===== src/rtl/game_controller.sv =====
`timescale 1ns/1ps
// Breakout frame sequencer: owns paddle, brick, lives, score and the game-state FSM.
// Updates once per frame tick (rising edge of y==481,x==0); ball events accepted any cycle, all outputs registered.
module game_controller #(
    parameter int X_MAX        = 639,
    parameter int BOARD_WIDTH  = 64,
    parameter int BOARD_Y      = 440,
    parameter int BOARD_STEP   = 4,
    parameter int BRICK_Y      = 60,
    parameter int BRICK_X0     = 40,
    parameter int BRICK_PITCH  = 110,
    parameter int BRICK_COLS   = 5,
    parameter int LIVES_INIT   = 3,
    parameter int WIN_SCORE    = 10,
    parameter int SERVE_FRAMES = 60
) (
    input  logic       clk,
    input  logic       reset_n,
    input  logic [9:0] x,
    input  logic [9:0] y,
    input  logic       btn_left,
    input  logic       btn_right,
    input  logic       btn_start,
    input  logic       brick_hit,
    input  logic       ball_lost,
    output logic [9:0] board_x,
    output logic [9:0] board_y,
    output logic [9:0] brick_x,
    output logic [9:0] brick_y,
    output logic       brick_visible,
    output logic       ball_hold,
    output logic [1:0] lives,
    output logic [3:0] score,
    output logic [2:0] state
);
    localparam int BX_MAX  = X_MAX + 1 - BOARD_WIDTH;
    localparam int BX_INIT = BX_MAX / 2;
    localparam int IW      = $clog2(BRICK_COLS + 1);
    localparam int CW      = $clog2(SERVE_FRAMES + 1);

    typedef enum logic [2:0] {
        IDLE  = 3'd0,
        SERVE = 3'd1,
        PLAY  = 3'd2,
        LOST  = 3'd3,
        OVER  = 3'd4,
        WIN   = 3'd5
    } state_t;

    state_t        state_q, state_n;
    logic          tick_prev, start_prev;
    logic          tick_raw, tick, start_rise;
    logic [IW-1:0] idx_q, idx_n;
    logic [CW-1:0] cnt_q, cnt_n;
    logic [9:0]    bx_n;
    logic          vis_n;
    logic [1:0]    lives_n;
    logic [3:0]    score_n;

    // x dwells at 0 for several clocks, so only the first cycle of the match is a tick
    assign tick_raw   = (y == 10'd481) && (x == 10'd0);
    assign tick       = tick_raw && !tick_prev;
    assign start_rise = btn_start && !start_prev;

    assign board_y = 10'(BOARD_Y);
    assign brick_y = 10'(BRICK_Y);
    assign state   = state_q;

    always_comb begin
        state_n = state_q;
        bx_n    = board_x;
        idx_n   = idx_q;
        cnt_n   = cnt_q;
        vis_n   = brick_visible;
        lives_n = lives;
        score_n = score;

        if (tick && (state_q == SERVE || state_q == PLAY)) begin
            if (btn_left && !btn_right)
                bx_n = (board_x < 10'(BOARD_STEP)) ? 10'd0 : board_x - 10'(BOARD_STEP);
            else if (btn_right && !btn_left)
                bx_n = (board_x > 10'(BX_MAX - BOARD_STEP)) ? 10'(BX_MAX)
                                                            : board_x + 10'(BOARD_STEP);
        end

        case (state_q)
            IDLE: begin
                vis_n = 1'b0;
                if (start_rise) begin
                    state_n = SERVE;
                    lives_n = 2'(LIVES_INIT);
                    score_n = 4'd0;
                    idx_n   = '0;
                    vis_n   = 1'b1;
                end
            end
            SERVE: begin
                if (tick) begin
                    vis_n = 1'b1;
                    if (cnt_q == CW'(SERVE_FRAMES - 1)) begin
                        state_n = PLAY;
                        cnt_n   = '0;
                    end else begin
                        cnt_n = cnt_q + 1'b1;
                    end
                end
            end
            PLAY: begin
                // a lost ball outranks a same-cycle hit; a hit on a blanked brick is dropped
                if (ball_lost) begin
                    state_n = LOST;
                end else if (brick_hit && brick_visible) begin
                    score_n = (score == 4'hf) ? 4'hf : score + 4'd1;
                    vis_n   = 1'b0;
                    idx_n   = (idx_q == IW'(BRICK_COLS - 1)) ? '0 : idx_q + 1'b1;
                    if (int'(score_n) >= WIN_SCORE)
                        state_n = WIN;
                end else if (tick) begin
                    vis_n = 1'b1;
                end
            end
            LOST: begin
                lives_n = (lives == 2'd0) ? 2'd0 : lives - 2'd1;
                if (lives_n == 2'd0) begin
                    state_n = OVER;
                    vis_n   = 1'b0;
                end else begin
                    state_n = SERVE;
                end
            end
            OVER, WIN: begin
                vis_n = 1'b0;
                if (start_rise)
                    state_n = IDLE;
            end
            default: state_n = IDLE;
        endcase
    end

    always_ff @(posedge clk or negedge reset_n) begin
        if (!reset_n) begin
            state_q       <= IDLE;
            tick_prev     <= 1'b0;
            start_prev    <= 1'b0;
            idx_q         <= '0;
            cnt_q         <= '0;
            board_x       <= 10'(BX_INIT);
            brick_x       <= 10'(BRICK_X0);
            brick_visible <= 1'b0;
            ball_hold     <= 1'b1;
            lives         <= 2'(LIVES_INIT);
            score         <= 4'd0;
        end else begin
            state_q       <= state_n;
            tick_prev     <= tick_raw;
            start_prev    <= btn_start;
            idx_q         <= idx_n;
            cnt_q         <= cnt_n;
            board_x       <= bx_n;
            brick_x       <= 10'(BRICK_X0 + int'(idx_n) * BRICK_PITCH);
            brick_visible <= vis_n;
            ball_hold     <= (state_n != PLAY);
            lives         <= lives_n;
            score         <= score_n;
        end
    end
endmodule


===== config.mk =====
export PLATFORM = sky130hd
export DESIGN_NAME = game_controller
export DESIGN_NICKNAME = d
export VERILOG_FILES = /design/src/rtl/game_controller.sv
export SDC_FILE = /design/constraint.sdc
export NUM_CORES = 1
export LEC_CHECK = 0
export ABC_AREA = 1
export CORE_MARGIN = 10
export CORE_UTILIZATION = 53
export CTS_CLUSTER_SIZE = 14
export DETAILED_ROUTE_END_ITERATION = 10
export GPL_ROUTABILITY_DRIVEN = 0
export PLACE_DENSITY = 0.95
export SYNTH_ARGS = -nofsm -noshare
export SYNTH_HDL_FRONTEND = slang
export SYNTH_SLANG_ARGS = --single-unit

===== constraint.sdc =====
create_clock -name clk -period 5.65 [get_ports clk]
set_input_delay 1.13 -clock clk [delete_from_list [all_inputs] [get_ports clk]]
set_output_delay 1.13 -clock clk [all_outputs]
set_load 0.01 [all_outputs]

==> results of run 1 <==
==> logic make-up (layout without fill, tap and decap cells) <==
| logic type | count (synthesis) | in the layout | synth area share [%] |
|---|---|---|---|
| AOI/OAI and AO/OA | 48 | 48 | 9.663 |
| xor gates and xnor gates | 13 | 13 | 3.840 |
| adders and majority gates | 24 | 24 | 10.89 |
| buffers and inverters | 92 | 131 | 14.81 |
| DFF | 38 | 38 | 32.36 |
| other | 2 | 23 | 0.2533 |
| and+or+nand+nor | 187 | 187 | 28.19 |
==> routing by layer <==
layer | vias up | track usage, %
met5 | - | 0
met4 | 0 | 5.486
met3 | 17 | 5.075
met2 | 122 | 29.63
met1 | 1273 | 18.69
li1 | 1351 | -
==> how the worst min path moves through the flow <==
stage,startpoint,to,slack (ps),depth (start not counted)
detailed placement,board_x[5]$_DFFE_PN1P_,board_x[5]$_DFFE_PN1P_,510,2
floorplan,cnt_q[0]$_DFFE_PN0P_,cnt_q[0]$_DFFE_PN0P_,490,1
finish,board_x[5]$_DFFE_PN1P_,board_x[5]$_DFFE_PN1P_,520,2
CTS,board_x[5]$_DFFE_PN1P_,board_x[5]$_DFFE_PN1P_,520,2
global placement,board_x[5]$_DFFE_PN1P_,board_x[5]$_DFFE_PN1P_,500,2
global route,board_x[5]$_DFFE_PN1P_,board_x[5]$_DFFE_PN1P_,530,2
==> layout by cell type, fill, tap and decap left out, types with 6 or more instances in the layout <==
master	synthesis	routed
nand3_1	27	27
dfrtp_1	31	31
clkbuf_8	0	6
ha_1	21	21
o21ai_0	22	22
inv_1	61	61
clkdlybuf4s50_1	0	53
dfstp_2	7	7
conb_1	2	23
nor2_1	33	33
xor2_1	9	9
nand4_1	11	11
nand2_1	103	103
a21oi_1	13	13
==> metrics by stage <==
step	instances	hold WS (ps)	setup slack, ps
after floorplan	425	491.0	1624
after global placement	528	501.5	1120
after detailed placement	528	508.7	884.4
after CTS	536	520.2	1193
after global routing	536	532.3	847.0
final	536	517.6	1194
==> area by class of cell <==
| class | instances | area [µm²] | share of cell area, % |
|---|---|---|---|
| multi-input combinational | 295 | 1645 | 45.20 |
| timing repair buffer | 55 | 543.0 | 14.92 |
| clock buffer | 6 | 82.58 | 2.269 |
| inverter | 68 | 259.0 | 7.116 |
| sequential | 38 | 959.7 | 26.37 |
| clock inverter | 2 | 60.06 | 1.650 |
| tap | 72 | 90.09 | 2.475 |
==> power breakdown <==
part | switching (W) | internal (W) | total (W) | leakage, nW
sequential | 0.0000296 | 0.000320 | 0.000349 | 0.475
combinational | 0.000231 | 0.000174 | 0.000405 | 1.31
clock | 0.000100 | 0.000188 | 0.000288 | 0.0714
total | 0.000361 | 0.000682 | 0.00104 | 1.86
==> registers in the layout (all words and copies together), names as in the netlist <==
signal         count
idx_q              3
brick_x            8
tick_prev          1
lives              2
cnt_q              6
board_x            8
start_prev         1
ball_hold          1
score              4
brick_visible      1
state              3
==> tightest hold or removal path: stages, from the launching register on <==
cell and delay [ps]:
dfstp_2 400, nand2_1 60, nand2_1 50
==> metrics.yaml, run 1 <==
result_of_the_run: "complete, no violations"
rr_worst_depth: 16
die_width_um: 94.80
setup.reg_to_reg.worst_slack_ps: 2060
insertion_delay_ps: 290
synth_largest_area_cell: "dfrtp_1"
cp-startpoint: "brick_hit"
remaining_drc_errors: 0
start_util_pct: 54.18
route.detailed.vias_per_inst: 5.155
drt_pass1_iterations: 5
power.static_leakage_nw: 1.858
period_minus_slack_ps: 4456
critical_path.max_stage_delay_ps: 500
clk_transition_reported_paths_ps: 80
synthTopCellsByCount: "103 x nand2_1, 61 x inv_1, 33 x nor2_1"
crit_path_frequent_cell: "nand2_1"
power.ir.vdd_worst_mv: 0.1671
fin_worst_skew_ps: 9.842
crit_chain: "clkdlybuf4s50_1 > nand2_1 > nor2_1 > inv_1 > nand2_1 > a21oi_1 > a21oi_1 > inv_1 > fa_1 > ha_1 > fa_1 > nand3_1 > nand2_1 > xor2_1 > nand3_1 > nand2_1 > nand2_1"
fraction_of_final_layout_cells_with_drive_strength_greater_than_1_pct: 7.759
route.met3.wl_um: 666
asyncSetResetFlopFracSynth_pct: 100.0
antenna_violating_nets_post_route: 0
synth_cells: 404
top_signal_layer_used: "met4"
grt_pass1_vias: 2685
synthDominantCellAreaShare_pct: 26.16
rsz0062_at_grt: "no"
num_vias: 2763
postCtsSetupBuffers: 0
critical_path_depth: 17
syn2layout_area_growth_pct: 22.74
wirelength_um: 7279
synth_area_per_cell_um2: 7.340
timing_max_transition_violations_final: 0
floorplan.rows: 27
ctsHtreeMaxLevel: 2
synth.yosys.seq_area_share_pct: 32.36
n_antenna_cell: 0
max-slew-margin-rel_pct: 41.96
timing.setup.tns_ps: 0
tritoncts_num_sinks: 38
synth.area.top_cells: "dfrtp_1 26%, nand2_1 13%, ha_1 8.9%"
endpoint_kind: "register"
warnings_from_yosys: 0
fin_crit_sh_pct: 78.86
num-fill-cells: 420
final_cell_area_mm2: 0.003640
slowest_stage: "fa_1"
clock_tree_root_driver_cell: "clkbuf_8"
nets: 514
worst-path-max-fanout: 5
detail_route.wirelength.met1_um: 2846
syn_area_mm2: 0.002965
synth_enable_flop_cells: 0
core_area_mm2: 0.005473
grt-ovfl-total: 0
path_delay_family: "adder cells"
ctsResizeCount: 0
ctsLongestPathBuffers: 2
grt_max_degree: 39
tritoncts.num_buffers: 5
max_freq_ghz: 0.2244
worst-setup-path-type: "in2reg"
buffer_ports.inserted: 54
place.detailed.hpwl_um: 5853
die_area_mm2: 0.008987
ctsHoldBuffers: 0
globalRouteTotalUtil_pct: 16.73
crit_path_end: "brick_x[9]$_DFF_PN0_"
synth_flop_cell: "dfrtp_1"
yosysMostFrequentCell: "nand2_1"
total_power_w: 0.001042
yosys.cell_types.count: 34
layout.core_utilization_pct: 66.51
detailedRoute.firstIterationViolations: 155
fp.dieH_um: 94.80
r2r-end: "brick_x[9]$_DFF_PN0_"
dpl-instance-area_mm2: 0.003497
wp_buf_inv: 3
hold_class: "reg2reg"
route.detailed.wl_per_inst_um: 13.58
critical_path.startpoint_type: "primary input"
drv_cap: 0
io_pins: 78
hold_viol: 0
synth.ff_latch_count: 38
antenna_violations_before_repair: 0
cp_data_arrival_time_ps: 4650
wl_met2_um: 3612
power-per-cell-area_mw_per_mm2: 286.4
first_pass_grt_wire_length_um: 12320
timing.rr.start: "brick_visible$_DFFE_PN0P_"
setup_viol_count_final: 0
max_slew.worst_pin.slew_ps: 870.6
clock_tree_from_tritoncts: "done"
timing.critical_path.required_ps: 5840
No activity file was read; power rests on OpenSTA's default activity.
==> run 2, diff against run 1 <==
- CORE_UTILIZATION: 53 -> 50
- PLACE_DENSITY: 0.95 -> 0.92
- clock period: 5.65 -> 4.42 ns (I/O delays scaled with it)
==> run 2 against run 1 <==
Effect of this change: register-to-register slack lost 1100 ps; hold slack got worse by 13 ps; final cell count rose by 0.37%; setup slack worse by 760 ps; total power up 20%; non-clock buffer count is 2 higher; combinational power rose by 27%; critical path depth is 3 lower; first-iteration DRC count shrank 24%; core utilization down 2.4 points; critical path type unchanged; highest routed layer unchanged.
==> metrics.yaml, run 2 (synthesis results as in run 1) <==
result_of_the_run: "complete, no violations"
first_pass_grt_wire_length_um: 12040
n_antenna_cell: 0
remaining_drc_errors: 0
timing_max_transition_violations_final: 0
rsz0062_at_grt: "no"
ctsHtreeMaxLevel: 2
dpl-instance-area_mm2: 0.003512
power-per-cell-area_mw_per_mm2: 346.9
drv_cap: 0
detailedRoute.firstIterationViolations: 118
start_util_pct: 52.56
die_area_mm2: 0.009411
timing.setup.tns_ps: 0
core_area_mm2: 0.005642
fp.dieH_um: 97.01
r2r-end: "brick_x[8]$_DFF_PN0_"
hold_viol: 0
fin_ws_ps: 431.7
hold_path_depth: 2
insertion_delay_ps: 290
fraction_of_final_layout_cells_with_drive_strength_greater_than_1_pct: 7.725
grt-ovfl-total: 0
postCtsSetupBuffers: 0
final_common_cell: "nand2_1"
antenna_violations_before_repair: 0
grt_pass1_vias: 2623
cp_data_arrival_time_ps: 4170
place.detailed.hpwl_um: 5819
worst-path-max-fanout: 5
final_cell_area_mm2: 0.003618
timing.hold.worst.start: "lives[1]$_DFFE_PN1P_"
clk_transition_reported_paths_ps: 80
largest_registers: "board_x (8), brick_x (8), cnt_q (6)"
clock_tree_root_driver_cell: "clkbuf_8"
setup.reg_to_reg.worst_slack_ps: 960
num_vias: 2761
antenna_violating_nets_post_route: 0
floorplan.rows: 27
setup_viol_count_final: 0
route.detailed.wl_per_inst_um: 13.21
wirelength_um: 7106
clock_tree_from_tritoncts: "done"
period_minus_slack_ps: 3988
nets: 516
placedCellCount: 530
holdPathEnd: "lives[1]$_DFFE_PN1P_"
ctsLongestPathBuffers: 2
ctsResizeCount: 0
endpoint_kind: "register"
timing.critical_path.required_ps: 4600
worst-setup-path-type: "in2reg"
die_width_um: 97.01
max_freq_ghz: 0.2507
route.detailed.vias_per_inst: 5.132
buffer_ports.inserted: 54
critical_path.startpoint_type: "primary input"
power.ir.vdd_worst_mv: 0.2633
timing.rr.start: "state[0]$_DFF_PN0_"
dpl_worst_slack_ps: 125.5
max_slew.worst_pin.slew_ps: 856.6
ctsHoldBuffers: 0
syn2layout_area_growth_pct: 22.03
total_power_w: 0.001255
mostFrequentLayoutCells: "103 x nand2_1, 61 x inv_1, 53 x clkdlybuf4s50_1"
tritoncts.num_buffers: 5
num-fill-cells: 485
io_pins: 78
tritoncts_num_sinks: 38
rr_worst_depth: 13
grt_max_degree: 39
fin_worst_skew_ps: 9.195
layout.cells.non_filler: 538
globalRouteTotalUtil_pct: 14.60
power.static_leakage_nw: 1.848
fin_crit_sh_pct: 90.23
hold_class: "reg2reg"
max-slew-margin-rel_pct: 42.89
drt_pass1_iterations: 6
==> run 2: report_power, final <==
part / internal [W] / switching [W] / total [W]
clock network: 0.000169 / 0.000124 / 0.000293
logic: 0.000223 / 0.000290 / 0.000513
registers: 0.000409 / 0.0000401 / 0.000449
total: 0.000800 / 0.000455 / 0.00126
==> run 2: metrics by stage <==
step           hold WS [ps]  util, %
6_report              504.7    64.14
2_1_floorplan         491.0        -
5_1_grt               538.3    64.14
3_3_place_gp          491.0    62.25
3_5_place_dp          493.6    62.25
4_1_cts               505.0    64.14
==> run 2: area by class of cell <==
class	count	area, µm²	share of cell area, %
clock buffers	7	76.32	2.109
clock inverters	1	30.03	0.8299
inverters	68	259.0	7.158
multi-input cells	295	1645	45.47
flip-flops and latches	38	959.7	26.52
well taps	72	90.09	2.490
repair buffers	57	558.0	15.42
==> run 2: how the worst max path moves through the flow <==
stage,from,end,slack [ps],cells past startpoint
final,btn_start,brick_x[8]$_DFF_PN0_,430,14
after global routing,btn_start,brick_x[9]$_DFF_PN0_,220,15
after CTS,btn_start,brick_x[8]$_DFF_PN0_,460,14
after detailed placement,btn_start,brick_x[8]$_DFF_PN0_,130,14
after global placement,btn_start,brick_x[8]$_DFF_PN0_,310,14
after floorplan,btn_start,brick_x[8]$_DFF_PN0_,640,13
==> run 2: critical path: stages <==
cell and delay (ps):
clkdlybuf4s50_1 410, inv_1 60, nor2_1 80, o21ai_0 340, a21oi_2 70, o22ai_1 420, fa_1 510, ha_1 230
fa_1 410, nand3_1 110, nand2_1 90, xor2_1 300, nand2_1 110, xnor2_1 130
==> run 2: metal layers <==
layer | track usage (%) | share of wire (%) | vias to the layer above
met4 | 3.833 | 1.4 | 0
met2 | 25.46 | 49 | 119
li1 | - | - | 1359
met5 | 0 | 0 | -
met1 | 17.27 | 43 | 1270
met3 | 3.691 | 6.8 | 13
==> run 3, diff against run 2 <==
--- a/config.mk
+++ b/config.mk
@@ -7,9 +7,9 @@
 export LEC_CHECK = 0
 export ABC_AREA = 1
-export CORE_MARGIN = 10
 export CORE_UTILIZATION = 50
 export CTS_CLUSTER_SIZE = 14
 export DETAILED_ROUTE_END_ITERATION = 10
 export GPL_ROUTABILITY_DRIVEN = 0
+export HOLD_SLACK_MARGIN = 0.1
 export PLACE_DENSITY = 0.92
 export SYNTH_ARGS = -nofsm -noshare
==> constraint.sdc (replaced) <==
create_clock -name clk -period 4.42 [get_ports clk]
set_input_delay 0.442 -clock clk [delete_from_list [all_inputs] [get_ports clk]]
set_output_delay 0.442 -clock clk [all_outputs]
set_load 0.01 [all_outputs]
==> run 3 against run 2 <==
Effect of this change: sequential power barely moved; critical path depth rose by 1; hold slack worse by 260 ps; sequential share of layout area rose by 0.11 points; register-to-register slack worse by 110 ps; final area decreased by 0.41%; combinational power hardly changed; total power is 0.78% lower; critical path type unchanged; largest power group unchanged.
==> metrics.yaml, run 3 (synthesis results as in run 1) <==
start_util_pct: 52.88
timing_max_transition_violations_final: 0
max_freq_ghz: 0.2644
worst_hold_slack_ps: 249.2
first_pass_grt_wire_length_um: 10870
timing.setup.tns_ps: 0
share_clk_of_total_power_pct: 23.1
place.detailed.hpwl_um: 5262
ctsResizeCount: 0
largest_registers: "board_x (8), brick_x (8), cnt_q (6)"
critical_path.max_stage_delay_ps: 490
worst-setup-path-type: "in2reg"
power-per-cell-area_mw_per_mm2: 345.7
num-fill-cells: 452
slowest_stage: "fa_1"
clk_transition_reported_paths_ps: 80
hold_viol: 0
critical_path_depth: 15
nets: 514
n_antenna_cell: 0
buffer_ports.inserted: 54
critical_path.startpoint_type: "primary input"
fraction_of_final_layout_cells_with_drive_strength_greater_than_1_pct: 7.328
insertion_delay_ps: 290
power.static_leakage_nw: 1.839
area_of_the_multi_input_gates_mm2: 0.001645
setup_viol_count_final: 0
floorplan.rows: 27
p_sw_w: 0.0004457
fp.dieH_um: 79.01
die_width_um: 79.01
ctsLongestPathBuffers: 2
grt_max_degree: 39
power_report.internal_total_w: 0.0007998
max_slew.worst_pin.slew_ps: 838.4
remaining_drc_errors: 0
grt-ovfl-total: 0
mostFrequentLayoutCells: "103 x nand2_1, 61 x inv_1, 53 x clkdlybuf4s50_1"
syn2layout_area_growth_pct: 21.52
rsz0062_at_grt: "no"
die_area_mm2: 0.006243
route.detailed.vias_per_inst: 5.060
crit_path_frequent_cell: "nand2_1"
ctsHoldBuffers: 0
timing.critical_path.required_ps: 4600
switching_share_pct: 35.78
antenna_violating_nets_post_route: 0
antenna_violations_before_repair: 0
clock_tree_root_driver_cell: "clkbuf_8"
ff_latch_area_um2: 959.7
grt_pass1_vias: 2656
fin_worst_skew_ps: 9.550
cp_data_arrival_time_ps: 3970
endpoint_kind: "register"
core_area_mm2: 0.005608
period_minus_slack_ps: 3782
final_common_cell: "nand2_1"
pwr-share-seq_pct: 35.8
clock_tree_from_tritoncts: "done"
io_pins: 78
detailedRoute.firstIterationViolations: 136
worst-path-max-fanout: 9
path_delay_family: "adder cells"
power.ir.vdd_worst_mv: 0.1670
fin_crit_sh_pct: 85.57
route.detailed.wl_per_inst_um: 12.31
tritoncts_num_sinks: 38
hold_class: "in2async"
postCtsSetupBuffers: 0
drv_cap: 0
num_vias: 2712
rr_worst_depth: 16
wp_buf_inv: 2
globalRouteTotalUtil_pct: 22.11
ctsHtreeMaxLevel: 2
p_comb_share_pct: 41.1
wirelength_um: 6597
crit_chain: "clkdlybuf4s50_1 > inv_1 > nor2_1 > o21ai_0 > a21oi_2 > o22ai_1 > fa_1 > ha_1 > fa_1 > xor2_1 > nand3_1 > nand2_1 > nand3_1 > nand2_1 > nand2_1"
result_of_the_run: "complete, no violations"
max-slew-margin-rel_pct: 44.10
tritoncts.num_buffers: 5
drt_pass1_iterations: 5
## run 3: changes by cell type in the layout (fill, tap and decap cells not counted), sizes merged
| cell | previous run | this run |
|---|---|---|
| buf | 4 | 2 |
## run 3: power groups by stage
stage          Clock (W)  Sequential, W  Combinational (W)
2_1_floorplan          0       0.000472           0.000298
3_3_place_gp           0       0.000453           0.000486
3_5_place_dp           0       0.000452           0.000510
4_1_cts         0.000295       0.000446           0.000515
5_1_grt         0.000311       0.000453           0.000564
6_report        0.000287       0.000446           0.000512
## run 3: routing by layer
metal  part of all wire [%]  GRT usage, %
met5                      0             0
met3                    5.5         5.057
met2                     50         38.36
met4                    3.8         14.18
met1                     41         24.14
## run 3: cell type report
| cell class | count | share of cell area, % |
|---|---|---|
| repair buffers | 55 | 15.07 |
| clock inverters | 1 | 0.8333 |
| clock buffers | 7 | 2.118 |
| well taps | 72 | 2.500 |
| inverters | 68 | 7.187 |
| multi-input cells | 295 | 45.66 |
| flip-flops and latches | 38 | 26.63 |
## run 3: path summary, 6_finish.rpt
kind / startpoint / to / slack (ps)
max: btn_start / brick_x[9]$_DFF_PN0_ / 640
min: reset_n / brick_x[9]$_DFF_PN0_ / 250
min reg2reg: board_x[5]$_DFFE_PN1P_ / board_x[5]$_DFFE_PN1P_ / 520
min in group clk: board_x[5]$_DFFE_PN1P_ / board_x[5]$_DFFE_PN1P_ / 520
max in group asynchronous: reset_n / board_x[9]$_DFFE_PN0P_ / 3630
max reg2reg: brick_visible$_DFFE_PN0P_ / brick_x[9]$_DFF_PN0_ / 850
## run 3: per-stage QoR
step	cells	power (W)	setup slack (ps)	util (%)	area (µm²)
after floorplan	425	0.0007695	1082	-	3044
after global placement	528	0.0009383	565.5	62.36	3497
after detailed placement	528	0.0009620	358.8	62.36	3497
after CTS	536	0.001256	660.1	64.26	3603
after global routing	536	0.001328	365.1	64.26	3603
final	536	0.001246	637.6	64.26	3603
